**config.mk**
```make
export PLATFORM = sky130hd
export DESIGN_NAME = forward_hazard_unit_flat
export DESIGN_NICKNAME = d
export VERILOG_FILES = /design/src/rtl/forward_hazard_if.sv /design/src/rtl/forward_hazard_unit.sv /design/src/flat_wrapper.sv
export SDC_FILE = /design/constraint.sdc
export NUM_CORES = 1
export LEC_CHECK = 0
export ABC_CLOCK_PERIOD_IN_PS = 3100
export CAP_MARGIN = 20
export CORE_ASPECT_RATIO = 0.8
export CORE_MARGIN = 1.5
export CORE_UTILIZATION = 48
export DETAILED_ROUTE_END_ITERATION = 10
export PLACE_DENSITY = 0.79
export SKIP_LAST_GASP = 1
export SYNTH_ARGS = -nofsm -noshare
export SYNTH_HDL_FRONTEND = slang
export SYNTH_SLANG_ARGS = --single-unit
```
**constraint.sdc**
```tcl
create_clock -name clk -period 3.1 [get_ports clk]
set_input_delay 0.93 -clock clk [delete_from_list [all_inputs] [get_ports clk]]
set_output_delay 0.93 -clock clk [all_outputs]
set_load 0.02 [all_outputs]
```
**src/rtl/forward_hazard_if.sv**
```systemverilog
// Bundle between the ID/EX pipeline control and the forwarding/hazard unit:
// ID-stage decode fields in, stall request and registered EX mux selects out.
interface forward_hazard_if #(
  parameter int REG_AW = 5,
  parameter int CNT_W  = 16
);
  logic              id_valid;
  logic [REG_AW-1:0] id_rs;
  logic [REG_AW-1:0] id_rt;
  logic              id_uses_rt;
  logic [REG_AW-1:0] id_dst;
  logic              id_reg_write;
  logic              id_mem_read;
  logic              flush;
  logic              stall;
  logic [1:0]        fwd_a_sel;
  logic [1:0]        fwd_b_sel;
  logic [CNT_W-1:0]  stall_count;

  modport master (
    output id_valid, id_rs, id_rt, id_uses_rt, id_dst, id_reg_write, id_mem_read, flush,
    input  stall, fwd_a_sel, fwd_b_sel, stall_count
  );

  modport slave (
    input  id_valid, id_rs, id_rt, id_uses_rt, id_dst, id_reg_write, id_mem_read, flush,
    output stall, fwd_a_sel, fwd_b_sel, stall_count
  );
endinterface

```
**src/rtl/forward_hazard_unit.sv**
```systemverilog
// EX-stage operand forwarding select generation and load-use stall detection
// for a 5-stage MIPS pipeline, with a saturating stall-cycle counter.
module forward_hazard_unit #(
  parameter int REG_AW = 5,
  parameter int CNT_W  = 16
) (
  input  logic           clk,
  input  logic           rst_n,
  forward_hazard_if.slave bus
);

  localparam logic [1:0] SEL_RF    = 2'b00;
  localparam logic [1:0] SEL_EXMEM = 2'b01;
  localparam logic [1:0] SEL_MEMWB = 2'b10;

  typedef struct packed {
    logic              valid;
    logic [REG_AW-1:0] dst;
    logic              reg_write;
    logic              mem_read;
  } stage_t;

  localparam stage_t BUBBLE = '{valid: 1'b0, dst: {REG_AW{1'b0}}, reg_write: 1'b0, mem_read: 1'b0};
  localparam logic [CNT_W-1:0] CNT_ONE = {{(CNT_W-1){1'b0}}, 1'b1};
  localparam logic [CNT_W-1:0] CNT_MAX = {CNT_W{1'b1}};

  stage_t           idex_r;
  stage_t           exmem_r;
  stage_t           memwb_r;
  logic [1:0]       fwd_a_r;
  logic [1:0]       fwd_b_r;
  logic [CNT_W-1:0] stall_cnt_r;

  logic             load_hit_s;
  logic             stall_s;
  logic             kill_s;
  stage_t           id_entry_s;
  logic [1:0]       sel_a_s;
  logic [1:0]       sel_b_s;

  // Register 0 is hardwired to zero, so an entry targeting it never produces a value.
  function automatic logic writes_reg(input stage_t e, input logic [REG_AW-1:0] r);
    return e.valid & e.reg_write & (e.dst == r) & (e.dst != {REG_AW{1'b0}});
  endfunction

  // Nearer producer (EX/MEM result next cycle) wins over the farther one.
  function automatic logic [1:0] pick_sel(input stage_t near_e, input stage_t far_e,
                                          input logic [REG_AW-1:0] r);
    logic [1:0] sel;
    if (writes_reg(near_e, r)) begin
      sel = SEL_EXMEM;
    end else if (writes_reg(far_e, r)) begin
      sel = SEL_MEMWB;
    end else begin
      sel = SEL_RF;
    end
    return sel;
  endfunction

  // Load-use detection, kill decision and next select codes for the ID instruction.
  always_comb begin
    load_hit_s = idex_r.valid & idex_r.mem_read & idex_r.reg_write
               & (idex_r.dst != {REG_AW{1'b0}})
               & ((idex_r.dst == bus.id_rs) | (bus.id_uses_rt & (idex_r.dst == bus.id_rt)));
    stall_s    = bus.id_valid & ~bus.flush & load_hit_s;
    kill_s     = bus.flush | stall_s | ~bus.id_valid;

    id_entry_s.valid     = bus.id_valid;
    id_entry_s.dst       = bus.id_dst;
    id_entry_s.reg_write = bus.id_reg_write;
    id_entry_s.mem_read  = bus.id_mem_read;

    if (kill_s) begin
      sel_a_s = SEL_RF;
      sel_b_s = SEL_RF;
    end else begin
      sel_a_s = pick_sel(idex_r, exmem_r, bus.id_rs);
      if (bus.id_uses_rt) begin
        sel_b_s = pick_sel(idex_r, exmem_r, bus.id_rt);
      end else begin
        sel_b_s = SEL_RF;
      end
    end
  end

  // Shadow pipeline of destination info; a killed ID slot enters as a bubble.
  always_ff @(posedge clk or negedge rst_n) begin
    if (!rst_n) begin
      idex_r  <= BUBBLE;
      exmem_r <= BUBBLE;
      memwb_r <= BUBBLE;
    end else begin
      memwb_r <= exmem_r;
      exmem_r <= idex_r;
      if (kill_s) begin
        idex_r <= BUBBLE;
      end else begin
        idex_r <= id_entry_s;
      end
    end
  end

  // Select codes registered so they line up with the instruction now in EX.
  always_ff @(posedge clk or negedge rst_n) begin
    if (!rst_n) begin
      fwd_a_r <= SEL_RF;
      fwd_b_r <= SEL_RF;
    end else begin
      fwd_a_r <= sel_a_s;
      fwd_b_r <= sel_b_s;
    end
  end

  // Saturating stall-cycle counter; holds at all-ones instead of wrapping.
  always_ff @(posedge clk or negedge rst_n) begin
    if (!rst_n) begin
      stall_cnt_r <= {CNT_W{1'b0}};
    end else if (stall_s && (stall_cnt_r != CNT_MAX)) begin
      stall_cnt_r <= stall_cnt_r + CNT_ONE;
    end else begin
      stall_cnt_r <= stall_cnt_r;
    end
  end

  // MEM/WB shadow is kept for visibility; WB-to-ID bypass is the register file's job.
  logic memwb_unused_s;
  assign memwb_unused_s = ^memwb_r;

  assign bus.stall       = stall_s;
  assign bus.fwd_a_sel   = fwd_a_r;
  assign bus.fwd_b_sel   = fwd_b_r;
  assign bus.stall_count = stall_cnt_r;

endmodule

```
**src/flat_wrapper.sv**
```systemverilog
// flat-port wrapper written by rule: the top's interface ports become plain ports
module forward_hazard_unit_flat 
#(
  parameter int REG_AW = 5,
  parameter int CNT_W  = 16
)
  (clk, rst_n, bus_id_valid, bus_id_rs, bus_id_rt, bus_id_uses_rt, bus_id_dst, bus_id_reg_write, bus_id_mem_read, bus_flush, bus_stall, bus_fwd_a_sel, bus_fwd_b_sel, bus_stall_count);
  forward_hazard_if #(.REG_AW(REG_AW), .CNT_W(CNT_W)) bus_i ();
  input  logic clk;
  input  logic rst_n;
  input wire logic [$bits(bus_i.id_valid)-1:0] bus_id_valid;
  input wire logic [$bits(bus_i.id_rs)-1:0] bus_id_rs;
  input wire logic [$bits(bus_i.id_rt)-1:0] bus_id_rt;
  input wire logic [$bits(bus_i.id_uses_rt)-1:0] bus_id_uses_rt;
  input wire logic [$bits(bus_i.id_dst)-1:0] bus_id_dst;
  input wire logic [$bits(bus_i.id_reg_write)-1:0] bus_id_reg_write;
  input wire logic [$bits(bus_i.id_mem_read)-1:0] bus_id_mem_read;
  input wire logic [$bits(bus_i.flush)-1:0] bus_flush;
  output wire logic [$bits(bus_i.stall)-1:0] bus_stall;
  output wire logic [$bits(bus_i.fwd_a_sel)-1:0] bus_fwd_a_sel;
  output wire logic [$bits(bus_i.fwd_b_sel)-1:0] bus_fwd_b_sel;
  output wire logic [$bits(bus_i.stall_count)-1:0] bus_stall_count;
  assign bus_i.id_valid = bus_id_valid;
  assign bus_i.id_rs = bus_id_rs;
  assign bus_i.id_rt = bus_id_rt;
  assign bus_i.id_uses_rt = bus_id_uses_rt;
  assign bus_i.id_dst = bus_id_dst;
  assign bus_i.id_reg_write = bus_id_reg_write;
  assign bus_i.id_mem_read = bus_id_mem_read;
  assign bus_i.flush = bus_flush;
  assign bus_stall = bus_i.stall;
  assign bus_fwd_a_sel = bus_i.fwd_a_sel;
  assign bus_fwd_b_sel = bus_i.fwd_b_sel;
  assign bus_stall_count = bus_i.stall_count;
  forward_hazard_unit #(.REG_AW(REG_AW), .CNT_W(CNT_W)) u_core (.clk(clk), .rst_n(rst_n), .bus(bus_i));
endmodule
```
==> impl_summary.log <==
INFO  metric finalPower = roughly 0.0009 W
INFO  metric power.share.combinational = about 11%
INFO  metric first_global_vias = 1436
INFO  metric grt.overflow.total = 0
INFO  metric route.vias.total = approximately 1400
INFO  metric port_buffers = between 40 and 50
INFO  metric required = 2.17 ns
INFO  metric cap_violations = 0
INFO  metric prevailing_post_synth_register_cell = dfrtp_1
INFO  metric drt_iter0_markers = ~140
INFO  metric htree_num_levels = 2
INFO  metric synth-seq-cells = 35
INFO  metric ys_seq_area_share = a little over half
INFO  metric numClockSinks = 35
INFO  metric slew-limit-headroom = 71.64%
INFO  metric critical_path_depth = 7
INFO  metric worstPathMaxFanout = 2
INFO  metric start_util = between 50% and 60%
INFO  metric finalClockSkew = around 0.0074 ns
INFO  metric critical-path-max-stage-delay = roughly 0.26 ns
INFO  metric p_clk_share = about 38%
INFO  metric final_antenna_net_count = 0
INFO  metric grt_most_used_layer = met2
INFO  metric grt_antenna_before_repair = 0
INFO  metric die_h = between 50 and 60 um
INFO  metric criticalPathCategory = input pin to output pin
INFO  metric synthesis.nets = roughly 170
INFO  metric die-area = approximately 3800 um^2
INFO  metric fin_worst_hold_slack = 0.4072 ns
INFO  metric cts_tree = built
INFO  metric flow.area_growth_from_synthesis = 45.60%
INFO  metric viasPerCell = between 5 and 6
INFO  metric detail_route.wirelength = between 4000 and 5000 um
INFO  metric rsz0062_at_grt = yes
INFO  metric fin_cells = 259
INFO  metric rr_startpoint = u_core.idex_r[6]$_DFF_PN0_
INFO  metric power_switching = ~0.00022 W
INFO  metric cts.hold.buffers_added = 0
INFO  metric endpoint = bus_stall
INFO  metric slowest_cell_on_the_critical_path = nor3_2
INFO  metric final_cell_mix = dfrtp_1 (35), clkdlybuf4s50_1 (31), buf_4 (27), xor2_1 (16), xnor2_1 (14)
INFO  metric reg2reg_slack = ~0.87 ns
INFO  metric post_synth_instance_area = 1663 um^2
INFO  metric place_congestion = slightly above 0.9
INFO  metric setup.worst_path.start = bus_id_rt[4]
INFO  metric switching_share = around 24%
INFO  metric synthArstFlopShare = 100.0%
INFO  metric postSynthCellCount = 144
INFO  metric syn_area_per_cell = 11.55 um^2
INFO  metric pre_cts_slack = -0.8067 ns
INFO  metric clock_slew_seen_by_the_registers_of_the_worst_setup_and_hold_paths = 0.07 ns
INFO  metric worst_skew_pair.late_latency = a little under 0.3 ns
INFO  metric synth_edf_count = 0
INFO  metric status = completed
INFO  metric design.portCount = 43
INFO  metric grt_max_degree = 36
INFO  metric cts_max_path_bufs = 2
INFO  metric fin_crit_sh = approximately 100%
INFO  metric first_pass_iters = 4
INFO  metric finalWorstSetupSlack = about 0.014 ns
INFO  metric crit_path_start_kind = input pin
INFO  metric post-route-min-period = approximately 3.1 ns
INFO  metric floorplan.rows = 18
INFO  metric globalRouteMet2Util = around 35%
INFO  metric dp.final_hpwl = roughly 2900 um
INFO  metric reg2reg_depth = 8
INFO  metric critPathTopFamily = simple AND/OR/NAND/NOR gates
INFO  metric cts.root.buffer_cell = clkbuf_8
INFO  metric highest_attainable_clock_frequency = roughly 320 MHz
INFO  metric routed_wire_length_per_instance = between 15 and 20 um
INFO  metric power.leakage = 1.101 nW
INFO  metric antennaDiodeCount = 0
INFO  metric cp.arrival = about 2.2 ns
INFO  metric max_slew.worst_pin.slew = 0.4254 ns
INFO  metric finalMaxSlewViolations = 0
INFO  metric hp-class = register to register
INFO  metric mostFrequentLayoutCell = dfrtp_1
INFO  metric nets = between 200 and 250
INFO  metric critical-path-top-cell-by-count = nor3_2
INFO  metric core-area = around 3200 um^2
INFO  metric timing.final.hold_violations = 0
INFO  metric global_route_wire_length_before_repair = 6872 um
INFO  metric power_density = between 300 and 400 nW/um^2
INFO  metric synthDistinctLibCells = 31
INFO  metric post-place-cells = ~240
INFO  metric ir_drop = a little under 0.3 mV
INFO  metric gr_usage_total = between 20 and 25%
INFO  metric critical_path_buffers_and_inverters = 2
INFO  metric grt.met1_usage = between 30% and 40%
INFO  metric regToRegEndpoint = u_core.bus.stall_count[15]$_DFFE_PN0P_
INFO  metric synth.yosys.warnings = 0
INFO  metric detail_route.drc_violations = 0
INFO  metric fraction_of_final_layout_cells_sized_beyond_drive_strength_1 = 25.11%
INFO  metric power.sequential.fraction = between 50% and 60%
INFO  metric setup-tns-final = 0 ns
INFO  metric setup_violations = 0
INFO  metric tritoncts.num_buffers = 5
INFO  metric power_report.internal_total = approximately 0.00070 W
INFO  metric worst_setup_path_end_kind = output pin
INFO  metric crit_path_cell_trace = buf_6 -> xor2_1 -> nor3_2 -> nand4_2 -> a21bo_2 -> nor3_2 -> buf_4
INFO  metric grtUsageMet3 = a little over 7%
INFO  metric die_width = between 60 and 70 um
layer usage:
| metal | up-vias | part of all wire [%] |
|---|---|---|
| li1 | 654 | - |
| met1 | 690 | 45 |
| met2 | 56 | 47 |
| met3 | 11 | 5.8 |
| met4 | 0 | 2.0 |
| met5 | - | 0 |
final cells by class:
type,count,area (um^2)
inverter,1,3.754
clock buffer,6,82.58
sequential,35,875.8
tap,40,50.05
clock inverter,2,16.27
fill,218,777.0
timing repair buffer,68,595.6
multi-input combinational,107,797.0
Yosys cell counts (2+ instances only):
cell      instances  area (um^2)
nand2_1           8        30.03
o21ai_0           2        10.01
xnor2_1          16        140.1
and2_1            9        56.30
nor4_1            3        18.77
xor2_1           16        140.1
mux2_2            4        45.04
nand2b_1          2        12.51
and3_1            4        25.02
nand3_1           8        40.04
nand4_1           8        50.05
a21oi_1           2        10.01
dfrtp_1          35        875.8
nor2_1            3        11.26
nor3_1            8        40.04
state kept, by name (all words and copies together) (netlist names):
signal                  flops
u_core.bus.stall_count     16
u_core.idex_r               8
u_core.bus.fwd_b_sel        2
u_core.exmem_r              7
u_core.bus.fwd_a_sel        2
worst reg2reg max path, cell delays in order, from the launching register on:
cell and delay, ns:
dfrtp_1 0.44, xor2_1 0.19, nor3_2 0.26, nand4_2 0.14, buf_4 0.15, buf_4 0.13, and2_1 0.17, nor3_1 0.26
mux2_2 0.36
cells by family after synthesis:
family,synth area share (%)
simple gates,20.77
flops,52.67
xor+xnor,16.85
compound gates,5.343
mux,2.709
buf+inv,0.9027
fa+ha+maj,0.7523
power by group through the flow:
stage               Clock [W]  Combinational [W]  Sequential, W
floorplan                   0          0.0000301       0.000480
global placement            0          0.0000849       0.000482
CTS                  0.000358          0.0000959       0.000474
detailed placement          0          0.0000887       0.000482
global route         0.000382           0.000108       0.000475
finish               0.000351          0.0000999       0.000474
worst min path at each step:
stage / from / end / slack, ns / cells past startpoint
4_1_cts: u_core.idex_r[7]$_DFF_PN0_ / u_core.exmem_r[7]$_DFF_PN0_ / 0.40 / 0
3_5_place_dp: u_core.idex_r[7]$_DFF_PN0_ / u_core.exmem_r[7]$_DFF_PN0_ / 0.39 / 0
2_1_floorplan: u_core.idex_r[7]$_DFF_PN0_ / u_core.exmem_r[7]$_DFF_PN0_ / 0.37 / 0
6_report: u_core.idex_r[7]$_DFF_PN0_ / u_core.exmem_r[7]$_DFF_PN0_ / 0.41 / 0
5_1_grt: u_core.idex_r[1]$_DFF_PN0_ / u_core.exmem_r[1]$_DFF_PN0_ / 0.42 / 0
3_3_place_gp: u_core.idex_r[7]$_DFF_PN0_ / u_core.exmem_r[7]$_DFF_PN0_ / 0.38 / 0
stage by stage:
stage,cell area [um^2],util [%]
2_1_floorplan,1668,-
3_3_place_gp,2255,70.50
3_5_place_dp,2255,70.50
4_1_cts,2412,75.43
5_1_grt,2421,75.70
6_report,2421,75.70
repair_timing:
action | CTS | global route
pin swaps | 6 | 6
setup endpoints to repair | 1 | 1
buffers inserted | 8 | 1
resized for setup | 28 | 7
Note: power is estimated with default switching activity, not from simulation.
